[src/rtl/scalar_wb_arbiter_if.sv]
`default_nettype none
// ============================================================================
// Module     : scalar_wb_arbiter_if
// Description: Writeback request, reservation/hazard and register-file write
//              signals shared between the execution units, decode and the
//              scalar writeback arbiter.
// Revision   : 1.0 - initial release
// ============================================================================
interface scalar_wb_arbiter_if #(
    parameter int DATA_W = 16,
    parameter int ADDR_W = 3,
    parameter int N_REQ  = 3
);
    logic [N_REQ-1:0]        req_valid;
    logic [N_REQ-1:0]        req_ready;
    logic [N_REQ*ADDR_W-1:0] req_dest;
    logic [N_REQ*DATA_W-1:0] req_data;
    logic                    rsv_valid;
    logic [ADDR_W-1:0]       rsv_dest;
    logic [ADDR_W-1:0]       src1;
    logic [ADDR_W-1:0]       src2;
    logic                    hazard;
    logic                    rf_we;
    logic [ADDR_W-1:0]       rf_dest;
    logic [DATA_W-1:0]       rf_wd;
    logic [2**ADDR_W-1:0]    pending;
    logic [7:0]              drop_cnt;

    // Arbiter side
    modport slave (
        input  req_valid, req_dest, req_data, rsv_valid, rsv_dest, src1, src2,
        output req_ready, hazard, rf_we, rf_dest, rf_wd, pending, drop_cnt
    );

    // Requester / decode / register-file side
    modport master (
        output req_valid, req_dest, req_data, rsv_valid, rsv_dest, src1, src2,
        input  req_ready, hazard, rf_we, rf_dest, rf_wd, pending, drop_cnt
    );
endinterface
`default_nettype wire

[src/rtl/scalar_wb_arbiter.sv]
`default_nettype none
// ============================================================================
// Module     : scalar_wb_arbiter
// Description: Round-robin arbiter for the scalar register-file write port
//              with a registered commit stage, a pending-write scoreboard for
//              decode RAW stalls and a drop counter for writes to the
//              externally driven top register.
// Revision   : 1.0 - initial release
// ============================================================================
module scalar_wb_arbiter #(
    parameter int DATA_W = 16,
    parameter int ADDR_W = 3,
    parameter int N_REQ  = 3
) (
    input  wire logic            clk,
    input  wire logic            rst_n,
    scalar_wb_arbiter_if.slave   wb_bus
);
    localparam int                PTR_W      = (N_REQ > 1) ? $clog2(N_REQ) : 1;
    localparam int                N_REG      = 2**ADDR_W;
    localparam logic [ADDR_W-1:0] c_R_TOP    = {ADDR_W{1'b1}};
    localparam logic [PTR_W:0]    c_NREQ     = (PTR_W+1)'(N_REQ);
    localparam logic [PTR_W-1:0]  c_LAST     = PTR_W'(N_REQ-1);
    localparam logic [7:0]        c_DROP_MAX = 8'hFF;

    // Registered state
    logic [PTR_W-1:0]  ptr_q,   ptr_d;
    logic              we_q,    we_d;
    logic [ADDR_W-1:0] dest_q,  dest_d;
    logic [DATA_W-1:0] wd_q,    wd_d;
    logic [N_REG-1:0]  pend_q,  pend_d;
    logic [7:0]        drop_q,  drop_d;

    // Combinational arbitration results
    logic              w_gnt_vld;
    logic [PTR_W-1:0]  w_gnt_idx;
    logic [N_REQ-1:0]  w_ready;
    logic [ADDR_W-1:0] w_dest_arr [N_REQ];
    logic [DATA_W-1:0] w_data_arr [N_REQ];
    logic [ADDR_W-1:0] w_gnt_dest;
    logic [DATA_W-1:0] w_gnt_data;
    logic              w_drop;

    // Unpack the flat request buses into per-requester lanes
    for (genvar gi = 0; gi < N_REQ; gi++) begin : g_unpack
        assign w_dest_arr[gi] = wb_bus.req_dest[gi*ADDR_W +: ADDR_W];
        assign w_data_arr[gi] = wb_bus.req_data[gi*DATA_W +: DATA_W];
    end

    // Search for the first valid requester starting at the round-robin pointer
    always_comb begin
        logic [PTR_W:0] v_cand;
        w_gnt_vld = 1'b0;
        w_gnt_idx = '0;
        w_ready   = '0;
        for (int k = 0; k < N_REQ; k++) begin
            v_cand = {1'b0, ptr_q} + (PTR_W+1)'(k);
            if (v_cand >= c_NREQ) begin
                v_cand = v_cand - c_NREQ;
            end
            if (!w_gnt_vld && wb_bus.req_valid[v_cand[PTR_W-1:0]]) begin
                w_gnt_vld = 1'b1;
                w_gnt_idx = v_cand[PTR_W-1:0];
            end
        end
        // No back-pressure: the winner is always accepted this cycle
        if (w_gnt_vld) begin
            w_ready[w_gnt_idx] = 1'b1;
        end
    end

    assign w_gnt_dest = w_dest_arr[w_gnt_idx];
    assign w_gnt_data = w_data_arr[w_gnt_idx];
    assign w_drop     = w_gnt_vld && (w_gnt_dest == c_R_TOP);

    // Next-state for pointer, commit stage, scoreboard and drop counter
    always_comb begin
        ptr_d  = ptr_q;
        we_d   = 1'b0;
        dest_d = dest_q;
        wd_d   = wd_q;
        drop_d = drop_q;
        pend_d = pend_q;

        if (w_gnt_vld) begin
            ptr_d = (w_gnt_idx == c_LAST) ? '0 : w_gnt_idx + 1'b1;
        end

        // The top register is driven externally: accept but never write it,
        // and leave the last real write on rf_dest/rf_wd
        if (w_gnt_vld && !w_drop) begin
            we_d   = 1'b1;
            dest_d = w_gnt_dest;
            wd_d   = w_gnt_data;
        end

        if (w_drop && (drop_q != c_DROP_MAX)) begin
            drop_d = drop_q + 8'd1;
        end

        // Clear first so a same-cycle reservation of the committing register wins
        if (we_q) begin
            pend_d[dest_q] = 1'b0;
        end
        if (wb_bus.rsv_valid && (wb_bus.rsv_dest != c_R_TOP)) begin
            pend_d[wb_bus.rsv_dest] = 1'b1;
        end
    end

    // State registers with asynchronous active-low reset
    always_ff @(posedge clk or negedge rst_n) begin
        if (!rst_n) begin
            ptr_q  <= '0;
            we_q   <= 1'b0;
            dest_q <= '0;
            wd_q   <= '0;
            pend_q <= '0;
            drop_q <= '0;
        end else begin
            ptr_q  <= ptr_d;
            we_q   <= we_d;
            dest_q <= dest_d;
            wd_q   <= wd_d;
            pend_q <= pend_d;
            drop_q <= drop_d;
        end
    end

    // Output drive; the top register never raises a hazard
    assign wb_bus.req_ready = w_ready;
    assign wb_bus.hazard    = (pend_q[wb_bus.src1] && (wb_bus.src1 != c_R_TOP)) ||
                              (pend_q[wb_bus.src2] && (wb_bus.src2 != c_R_TOP));
    assign wb_bus.rf_we     = we_q;
    assign wb_bus.rf_dest   = dest_q;
    assign wb_bus.rf_wd     = wd_q;
    assign wb_bus.pending   = pend_q;
    assign wb_bus.drop_cnt  = drop_q;

endmodule
`default_nettype wire

[src/flat_wrapper.sv]
// flat-port wrapper written by rule: the top's interface ports become plain ports
module scalar_wb_arbiter_flat 
#(
    parameter int DATA_W = 16,
    parameter int ADDR_W = 3,
    parameter int N_REQ  = 3
)
  (clk, rst_n, wb_bus_req_valid, wb_bus_req_dest, wb_bus_req_data, wb_bus_rsv_valid, wb_bus_rsv_dest, wb_bus_src1, wb_bus_src2, wb_bus_req_ready, wb_bus_hazard, wb_bus_rf_we, wb_bus_rf_dest, wb_bus_rf_wd, wb_bus_pending, wb_bus_drop_cnt);
  scalar_wb_arbiter_if #(.DATA_W(DATA_W), .ADDR_W(ADDR_W), .N_REQ(N_REQ)) wb_bus_i ();
  input  wire logic clk;
  input  wire logic rst_n;
  input wire logic [$bits(wb_bus_i.req_valid)-1:0] wb_bus_req_valid;
  input wire logic [$bits(wb_bus_i.req_dest)-1:0] wb_bus_req_dest;
  input wire logic [$bits(wb_bus_i.req_data)-1:0] wb_bus_req_data;
  input wire logic [$bits(wb_bus_i.rsv_valid)-1:0] wb_bus_rsv_valid;
  input wire logic [$bits(wb_bus_i.rsv_dest)-1:0] wb_bus_rsv_dest;
  input wire logic [$bits(wb_bus_i.src1)-1:0] wb_bus_src1;
  input wire logic [$bits(wb_bus_i.src2)-1:0] wb_bus_src2;
  output wire logic [$bits(wb_bus_i.req_ready)-1:0] wb_bus_req_ready;
  output wire logic [$bits(wb_bus_i.hazard)-1:0] wb_bus_hazard;
  output wire logic [$bits(wb_bus_i.rf_we)-1:0] wb_bus_rf_we;
  output wire logic [$bits(wb_bus_i.rf_dest)-1:0] wb_bus_rf_dest;
  output wire logic [$bits(wb_bus_i.rf_wd)-1:0] wb_bus_rf_wd;
  output wire logic [$bits(wb_bus_i.pending)-1:0] wb_bus_pending;
  output wire logic [$bits(wb_bus_i.drop_cnt)-1:0] wb_bus_drop_cnt;
  assign wb_bus_i.req_valid = wb_bus_req_valid;
  assign wb_bus_i.req_dest = wb_bus_req_dest;
  assign wb_bus_i.req_data = wb_bus_req_data;
  assign wb_bus_i.rsv_valid = wb_bus_rsv_valid;
  assign wb_bus_i.rsv_dest = wb_bus_rsv_dest;
  assign wb_bus_i.src1 = wb_bus_src1;
  assign wb_bus_i.src2 = wb_bus_src2;
  assign wb_bus_req_ready = wb_bus_i.req_ready;
  assign wb_bus_hazard = wb_bus_i.hazard;
  assign wb_bus_rf_we = wb_bus_i.rf_we;
  assign wb_bus_rf_dest = wb_bus_i.rf_dest;
  assign wb_bus_rf_wd = wb_bus_i.rf_wd;
  assign wb_bus_pending = wb_bus_i.pending;
  assign wb_bus_drop_cnt = wb_bus_i.drop_cnt;
  scalar_wb_arbiter #(.DATA_W(DATA_W), .ADDR_W(ADDR_W), .N_REQ(N_REQ)) u_core (.clk(clk), .rst_n(rst_n), .wb_bus(wb_bus_i));
endmodule
[config.mk]
export PLATFORM = sky130hd
export DESIGN_NAME = scalar_wb_arbiter_flat
export DESIGN_NICKNAME = d
export VERILOG_FILES = /design/src/rtl/scalar_wb_arbiter_if.sv /design/src/rtl/scalar_wb_arbiter.sv /design/src/flat_wrapper.sv
export SDC_FILE = /design/constraint.sdc
export NUM_CORES = 1
export LEC_CHECK = 0
export CORE_AREA = 4 4 74 103
export CTS_CLUSTER_DIAMETER = 40
export DETAILED_ROUTE_END_ITERATION = 8
export DIE_AREA = 0 0 78 107
export PLACE_DENSITY = 0.7
export SETUP_SLACK_MARGIN = 0.5
export SYNTH_ARGS = -nofsm -noshare
export SYNTH_HDL_FRONTEND = slang
export SYNTH_SLANG_ARGS = --single-unit
[constraint.sdc]
create_clock -name clk -period 6.5 [get_ports clk]
set_input_delay 1.625 -clock clk [delete_from_list [all_inputs] [get_ports clk]]
set_output_delay 1.625 -clock clk [all_outputs]
set_load 0.02 [all_outputs]
After elaboration in Yosys (flattened, before gate mapping)

Cells that the tools add are included.

Bits in latches: 0
Bits in registers: 38
Bits of input ports: 72
Memories: 0
Memory bits (writable): 0
Bits in read-only memories: 0
Output and inout bits: 40
Logic and storage cells: 89

Bitwise operators: 4
Magnitude comparators: 15
Divide/modulo/power cells: 0
Reductions and logical operators: 15
$add $sub $neg: 7
Multipliers: 0
Multiplexer cells: 36
Equality and inequality tests: 6
Shift-type cells: 0

Operators by type and width:

| operator                                                                             | count |
|---|---|
| 16-bit binary-select mux with 2-bit select                                           | 1 |
| 16-bit 2-to-1 mux                                                                    | 2 |
| 3-bit by 4-bit < comparator with 1-bit output (second input constant)                | 4 |
| 8-bit 2-to-1 mux                                                                     | 2 |
| 2-bit 2-to-1 mux                                                                     | 7 |
| 2-bit by 3-bit < comparator with 1-bit output (second input constant)                | 4 |
| 1-bit 2-to-1 mux                                                                     | 12 |
| 1-bit logical AND                                                                    | 11 |
| 3-bit 2-to-1 mux                                                                     | 3 |
| 3-bit != test (second input constant)                                                | 3 |
| 8-bit by 1-bit adder with 8-bit output (second input constant)                       | 1 |
| 8-bit bitwise AND                                                                    | 1 |
| 8-bit != test (second input constant)                                                | 1 |
| 8-bit inverter                                                                       | 1 |
| 8-bit OR                                                                             | 1 |
| 1-bit binary-select mux with 2-bit select                                            | 3 |
| 1-bit binary-select mux with 3-bit select                                            | 2 |
| 3-bit binary-select mux with 2-bit select                                            | 1 |
| 1-bit demux with 3-bit select                                                        | 2 |
| 3-bit by 1-bit greater-or-equal comparator with 1-bit output (second input constant) | 2 |
| 3-bit by 2-bit greater-or-equal comparator with 1-bit output (second input constant) | 2 |
| 2-bit subtractor (second input constant)                                             | 3 |
| 2-bit by 1-bit adder with 3-bit output (second input constant)                       | 1 |
| 2-bit by 2-bit adder with 3-bit output (second input constant)                       | 1 |
| other kinds (10)                                                                     | 12 |

Longest topological paths before layout

Word-level depth: 20
Gate-level depth with buffers: 12
Gate-level depth less buffers: 9

Least setup slack after synthesis

Ideal clock, no wire load.

Path kind: input to output
Start: input port wb_bus_req_valid[1]
End: output port wb_bus_req_ready[0]
Buffers on the path: 1
Required time: 4.875 ns
Setup slack: 2.033 ns
Stages: 5
Arrival: 2.842 ns
Cells stage by stage: inv_1 a211oi_1 o32ai_1 clkbuf_1 nor3_1

Word-level cells in the longest chain between the ends: 14
Elaborated cells on any way between the ends: 22
Classes of those cells: 2 x order compare; 15 x mux; 5 x reduce/logical

Ends and longest elaborated chain:

| what                                                                                                                                                | RTL line                | source |
|---|---|---|
| from (decl)                                                                                                                                         | flat_wrapper.sv:12      | `input wire logic [$bits(wb_bus_i.req_valid)-1:0] wb_bus_req_valid;` |
| 1-bit binary-select mux with 2-bit select                                                                                                           | scalar_wb_arbiter.sv:61 | `if (!w_gnt_vld && wb_bus.req_valid[v_cand[PTR_W-1:0]]) begin` |
| 1-bit 2-to-1 mux (implied by the code)                                                                                                              | scalar_wb_arbiter.sv:61 |  |
| 1-bit 2-to-1 mux                                                                                                                                    | scalar_wb_arbiter.sv:61 |  |
| 1-bit logical NOT                                                                                                                                   | scalar_wb_arbiter.sv:61 |  |
| 1-bit logical AND                                                                                                                                   | scalar_wb_arbiter.sv:61 |  |
| 1-bit 2-to-1 mux                                                                                                                                    | scalar_wb_arbiter.sv:61 |  |
| 1-bit logical NOT                                                                                                                                   | scalar_wb_arbiter.sv:61 |  |
| 1-bit logical AND                                                                                                                                   | scalar_wb_arbiter.sv:61 |  |
| 2-bit 2-to-1 mux                                                                                                                                    | scalar_wb_arbiter.sv:61 |  |
| 2-bit by 3-bit < comparator with 1-bit output (implied by the code) or 2-bit by 1-bit greater-or-equal comparator with 1-bit output (tied branches) | scalar_wb_arbiter.sv:68 | `w_ready[w_gnt_idx] = 1'b1;` |
| 1-bit logical AND (implied by the code)                                                                                                             | scalar_wb_arbiter.sv:68 |  |
| 1-bit 2-to-1 mux (implied by the code)                                                                                                              | scalar_wb_arbiter.sv:68 |  |
| 1-bit demux with 2-bit select                                                                                                                       | --                      |  |
| 3-bit 2-to-1 mux *                                                                                                                                  | scalar_wb_arbiter.sv:67 | `if (w_gnt_vld) begin` |
| to (decl)                                                                                                                                           | flat_wrapper.sv:19      | `output wire logic [$bits(wb_bus_i.req_ready)-1:0] wb_bus_req_ready;` |

Mark *: on every way between the ends. The rest lies on a longest branch, timed or not. The select of a mux whose other input is x is not followed.

Worst setup path in the final report

Same ends and word-level chain as after synthesis.

==> summary.txt <==
CLOCKING
-----------------------------------------------------------------------------------
Number of instances resized during post-cts repair ...................            0
Clock transition at the registers of the reported paths ..............        80 ps
Clock tree from TritonCTS ............................................          yes
CTS Root Cell ........................................................ sky130_fd_sc_hd__clkbuf_8
CTS max path bufs ....................................................            2
CTS H-tree lvls ......................................................            2
Sinks on the clock net ...............................................           38
Buffer count from post-CTS setup fixing ..............................            0
TritonCTS Buffers ....................................................            5
# hold bufs at CTS ...................................................            0
Clock latency reported for the late side of the worst-skew pair ......       290 ps

FLOORPLANNING
-----------------------------------------------------------------------------------
Count of boundary I/O pins ...........................................          112
Die Span Y ...........................................................       107 um
Effective utilization at floorplan ...................................       37.48%
Width of the die .....................................................        78 um
Overall die area .....................................................    8346 um^2
Total number of placement rows .......................................           35
Core ar. .............................................................    6613 um^2

GLOBAL ROUTING
-----------------------------------------------------------------------------------
Largest net degree at the start of global routing ....................           39
Gr usage total .......................................................       16.09%
Overall overflow remaining after global route ........................            0
Via count of the first global-routing pass ...........................         2288
Global routing usage on met3 .........................................       6.639%
Initial antenna violation count ......................................            0
First-pass GRT wire length ...........................................     10.72 mm
Met1 usage ...........................................................       16.47%
Routing layer with the top usage in global route .....................         met2
Global-route track usage on met2 .....................................       29.60%

SYNTHESIS
-----------------------------------------------------------------------------------
Cell type with the largest total area after synthesis ................ sky130_fd_sc_hd__dfrtp_1
Leading cell types by total area after synthesis ..................... sky130_fd_sc_hd__dfrtp_1 (38%), sky130_fd_sc_hd__mux2i_1 (7.3%), sky130_fd_sc_hd__o21ai_0 (6.3%)
Unique masters post-synth ............................................           46
Area of the mapped netlist ...........................................    2479 um^2
Post-Synthesis Cells .................................................          242
Sequential area share after synthesis ................................       38.36%
Avg Synthesized Cell Area ............................................   10.24 um^2
Yosys warning total ..................................................            0
Flip-flop and latch count after synthesis ............................           38
Nets in the synthesized netlist ......................................          319
Area share of the largest cell type after synthesis ..................       38.36%

FINISH
-----------------------------------------------------------------------------------
Layout area overhead .................................................       51.39%
Highest-count cells in the layout ignoring fill and taps ............. sky130_fd_sc_hd__clkdlybuf4s50_1 (110), sky130_fd_sc_hd__dfrtp_1 (38), sky130_fd_sc_hd__nand2_1 (32)
Number of diodes .....................................................            0
Number of nets in the final layout ...................................          428
Proportion of layout cells with a drive suffix above 1 ...............       11.65%
Most common cell after layout, fill and taps aside ................... sky130_fd_sc_hd__clkdlybuf4s50_1
Count of placed standard cells in the final layout, fillers left out .          444
Finished layout cell area ............................................    3752 um^2

POWER AND IR DROP
-----------------------------------------------------------------------------------
Peak supply drop .....................................................  0.0002710 V
Total power density per cell area .................................... 541.2 nW/um^2
Sum of internal, switching and leakage power .........................     2.031 mW
Pleak ................................................................     1.552 nW

RUN STATUS
-----------------------------------------------------------------------------------
Status ............................................................... finished clean

STA
-----------------------------------------------------------------------------------
Final setup TNS ......................................................         0 ps
Share of the cycle needed by the critical path after routing .........       86.35%
Number of hold violations in the final report ........................            0
Max-Slew Margin vs Limit .............................................       29.99%
Clock period minus final worst setup slack ...........................      5613 ps
Final Setup Violations ...............................................            0
Worst Max-Slew Pin Slew ..............................................      1050 ps
Fin worst setup slack ................................................     887.2 ps
Number of max-slew violations in the final report ....................            0
RSZ-0062 raised after global routing .................................           no
Final setup skew .....................................................     3.931 ps
Maximum clock frequency ..............................................   0.1782 GHz

ROUTE
-----------------------------------------------------------------------------------
Iteration count of the initial detailed-routing pass .................            4
Via density per instance .............................................        5.169
Via count ............................................................         2295
Remaining routing DRC violations .....................................            0
Drt initial violations ...............................................           72
Final routed wirelength across all metal layers ......................     6.692 mm
Wire length per cell after detailed routing ..........................     15.07 um
Remaining number of nets flagged by the antenna check after routing ..            0

SETUP PATH
-----------------------------------------------------------------------------------
Cells on worst reg2reg path ..........................................            8
Startpoint type of the worst setup path ..............................    input pin
Register-to-register setup slack .....................................      3260 ps
Crit Reg-Reg Endpoint ................................................ u_core.wb_bus.rf_wd[7]
CP endpoint kind ..................................................... primary output
Worst setup path class ............................................... input pin to primary output
Data arrival time at the worst-slack endpoint ........................      3990 ps
Maximum fanout along the worst path ..................................           35
Setup crit end ....................................................... wb_bus_req_ready[0]
Crit path launch ..................................................... wb_bus_req_valid[1]
Endpoint required time on the critical path ..........................      4880 ps
Origin of the critical flop-to-flop path ............................. u_core.ptr_q[0]

PLACE
-----------------------------------------------------------------------------------
Detailed placement HPWL ..............................................     5.249 mm
Placement-stage cell area ............................................    3657 um^2
Post-place setup slack ...............................................     887.1 ps
Buffers added on ports ...............................................          111
Total placed cells including tap cells ...............................          436
Final Wtd Congestion .................................................       0.8352

MIN PATH
-----------------------------------------------------------------------------------
Tightest Hold Check Type ............................................. register to register

RUN
-----------------------------------------------------------------------------------
Number of maximum-capacitance violations .............................            0

==> registers in the layout (all words and copies together), names as in the netlist <==
signal,count
u_core.wb_bus.rf_wd,16
u_core.wb_bus.drop_cnt,8
u_core.wb_bus.pending,8
u_core.wb_bus.rf_dest,3
u_core.ptr_q,2
u_core.wb_bus.rf_we,1
==> synthesized netlist by cell type, drive strengths merged <==
library cell  number
a21oi              5
dfrtp             38
and4b              1
mux2              18
nand2             32
o22ai              2
o2bb2a             2
nor3               2
a22oi              2
xnor2              6
ha                 5
o21a               3
and3b              3
o21ai             33
o31ai              4
a31oi              2
o221ai             6
a211oi             2
clkbuf             3
nand4              4
nor2b              2
inv               10
mux4               2
a41oi              1
nand2b             7
nand3b             3
o22a               1
and3               3
a22o               1
nor2               5
o32ai              1
buf                7
mux2i             19
nand3              4
nor3b              1
o32a               1
a221oi             1
==> worst max-delay path, cell delays in order <==
cell and delay (ps):
sky130_fd_sc_hd__clkdlybuf4s50_1 570, sky130_fd_sc_hd__inv_1 90, sky130_fd_sc_hd__a211oi_1 450, sky130_fd_sc_hd__o32ai_4 320, sky130_fd_sc_hd__nor3_1 260, sky130_fd_sc_hd__clkdlybuf4s50_1 650
==> cells by family after synthesis <==
logic type / share of synthesized area (%)
adder cells (fa/ha/maj): 2.524
flip-flops: 38.36
XOR/XNOR: 2.120
buffers and inverters: 4.493
AND/OR/NAND/NOR: 14.24
AO/OA/AOI/OAI: 19.23
multiplexers: 19.03
==> cell type report <==
cell class / instances / area [um^2]
Sequential cell: 38 / 950.9
Clock buffer: 6 / 82.58
Inverter: 10 / 37.54
Timing Repair Buffer: 112 / 1114
Fill cell: 605 / 2860
Clock inverter: 2 / 12.51
Multi-Input combinational cell: 184 / 1440
Tap cell: 92 / 115.1
==> through the flow <==
step | hold slack (ps) | util, %
2_1_floorplan | 546.8 | -
3_3_place_gp | 475.6 | 55.31
3_5_place_dp | 487.8 | 55.31
4_1_cts | 509.8 | 56.75
5_1_grt | 532.9 | 56.75
6_report | 503.9 | 56.75
==> metal layers <==
layer	up-vias	part of all wire, %
li1	1108	-
met1	1075	37
met2	104	52
met3	8	9.6
met4	0	1.1
met5	-	0
==> power by group <==
group / internal (mW) / switching (mW)
clock network: 0.0853 / 0.0850
logic: 0.714 / 0.695
registers: 0.355 / 0.0952
==> how the worst min path moves through the flow <==
stage,from,endpoint,slack [ps],cells after the start
after floorplan,u_core.ptr_q[1],u_core.ptr_q[1],550,2
after global placement,u_core.wb_bus.pending[7],u_core.wb_bus.pending[7],480,1
after detailed placement,u_core.wb_bus.pending[7],u_core.wb_bus.pending[7],490,1
after CTS,u_core.wb_bus.pending[7],u_core.wb_bus.pending[7],510,1
after global routing,u_core.wb_bus.rf_wd[2],u_core.wb_bus.rf_wd[2],530,1
final,u_core.wb_bus.pending[7],u_core.wb_bus.pending[7],500,1
No activity file was read; power rests on OpenSTA's default activity.
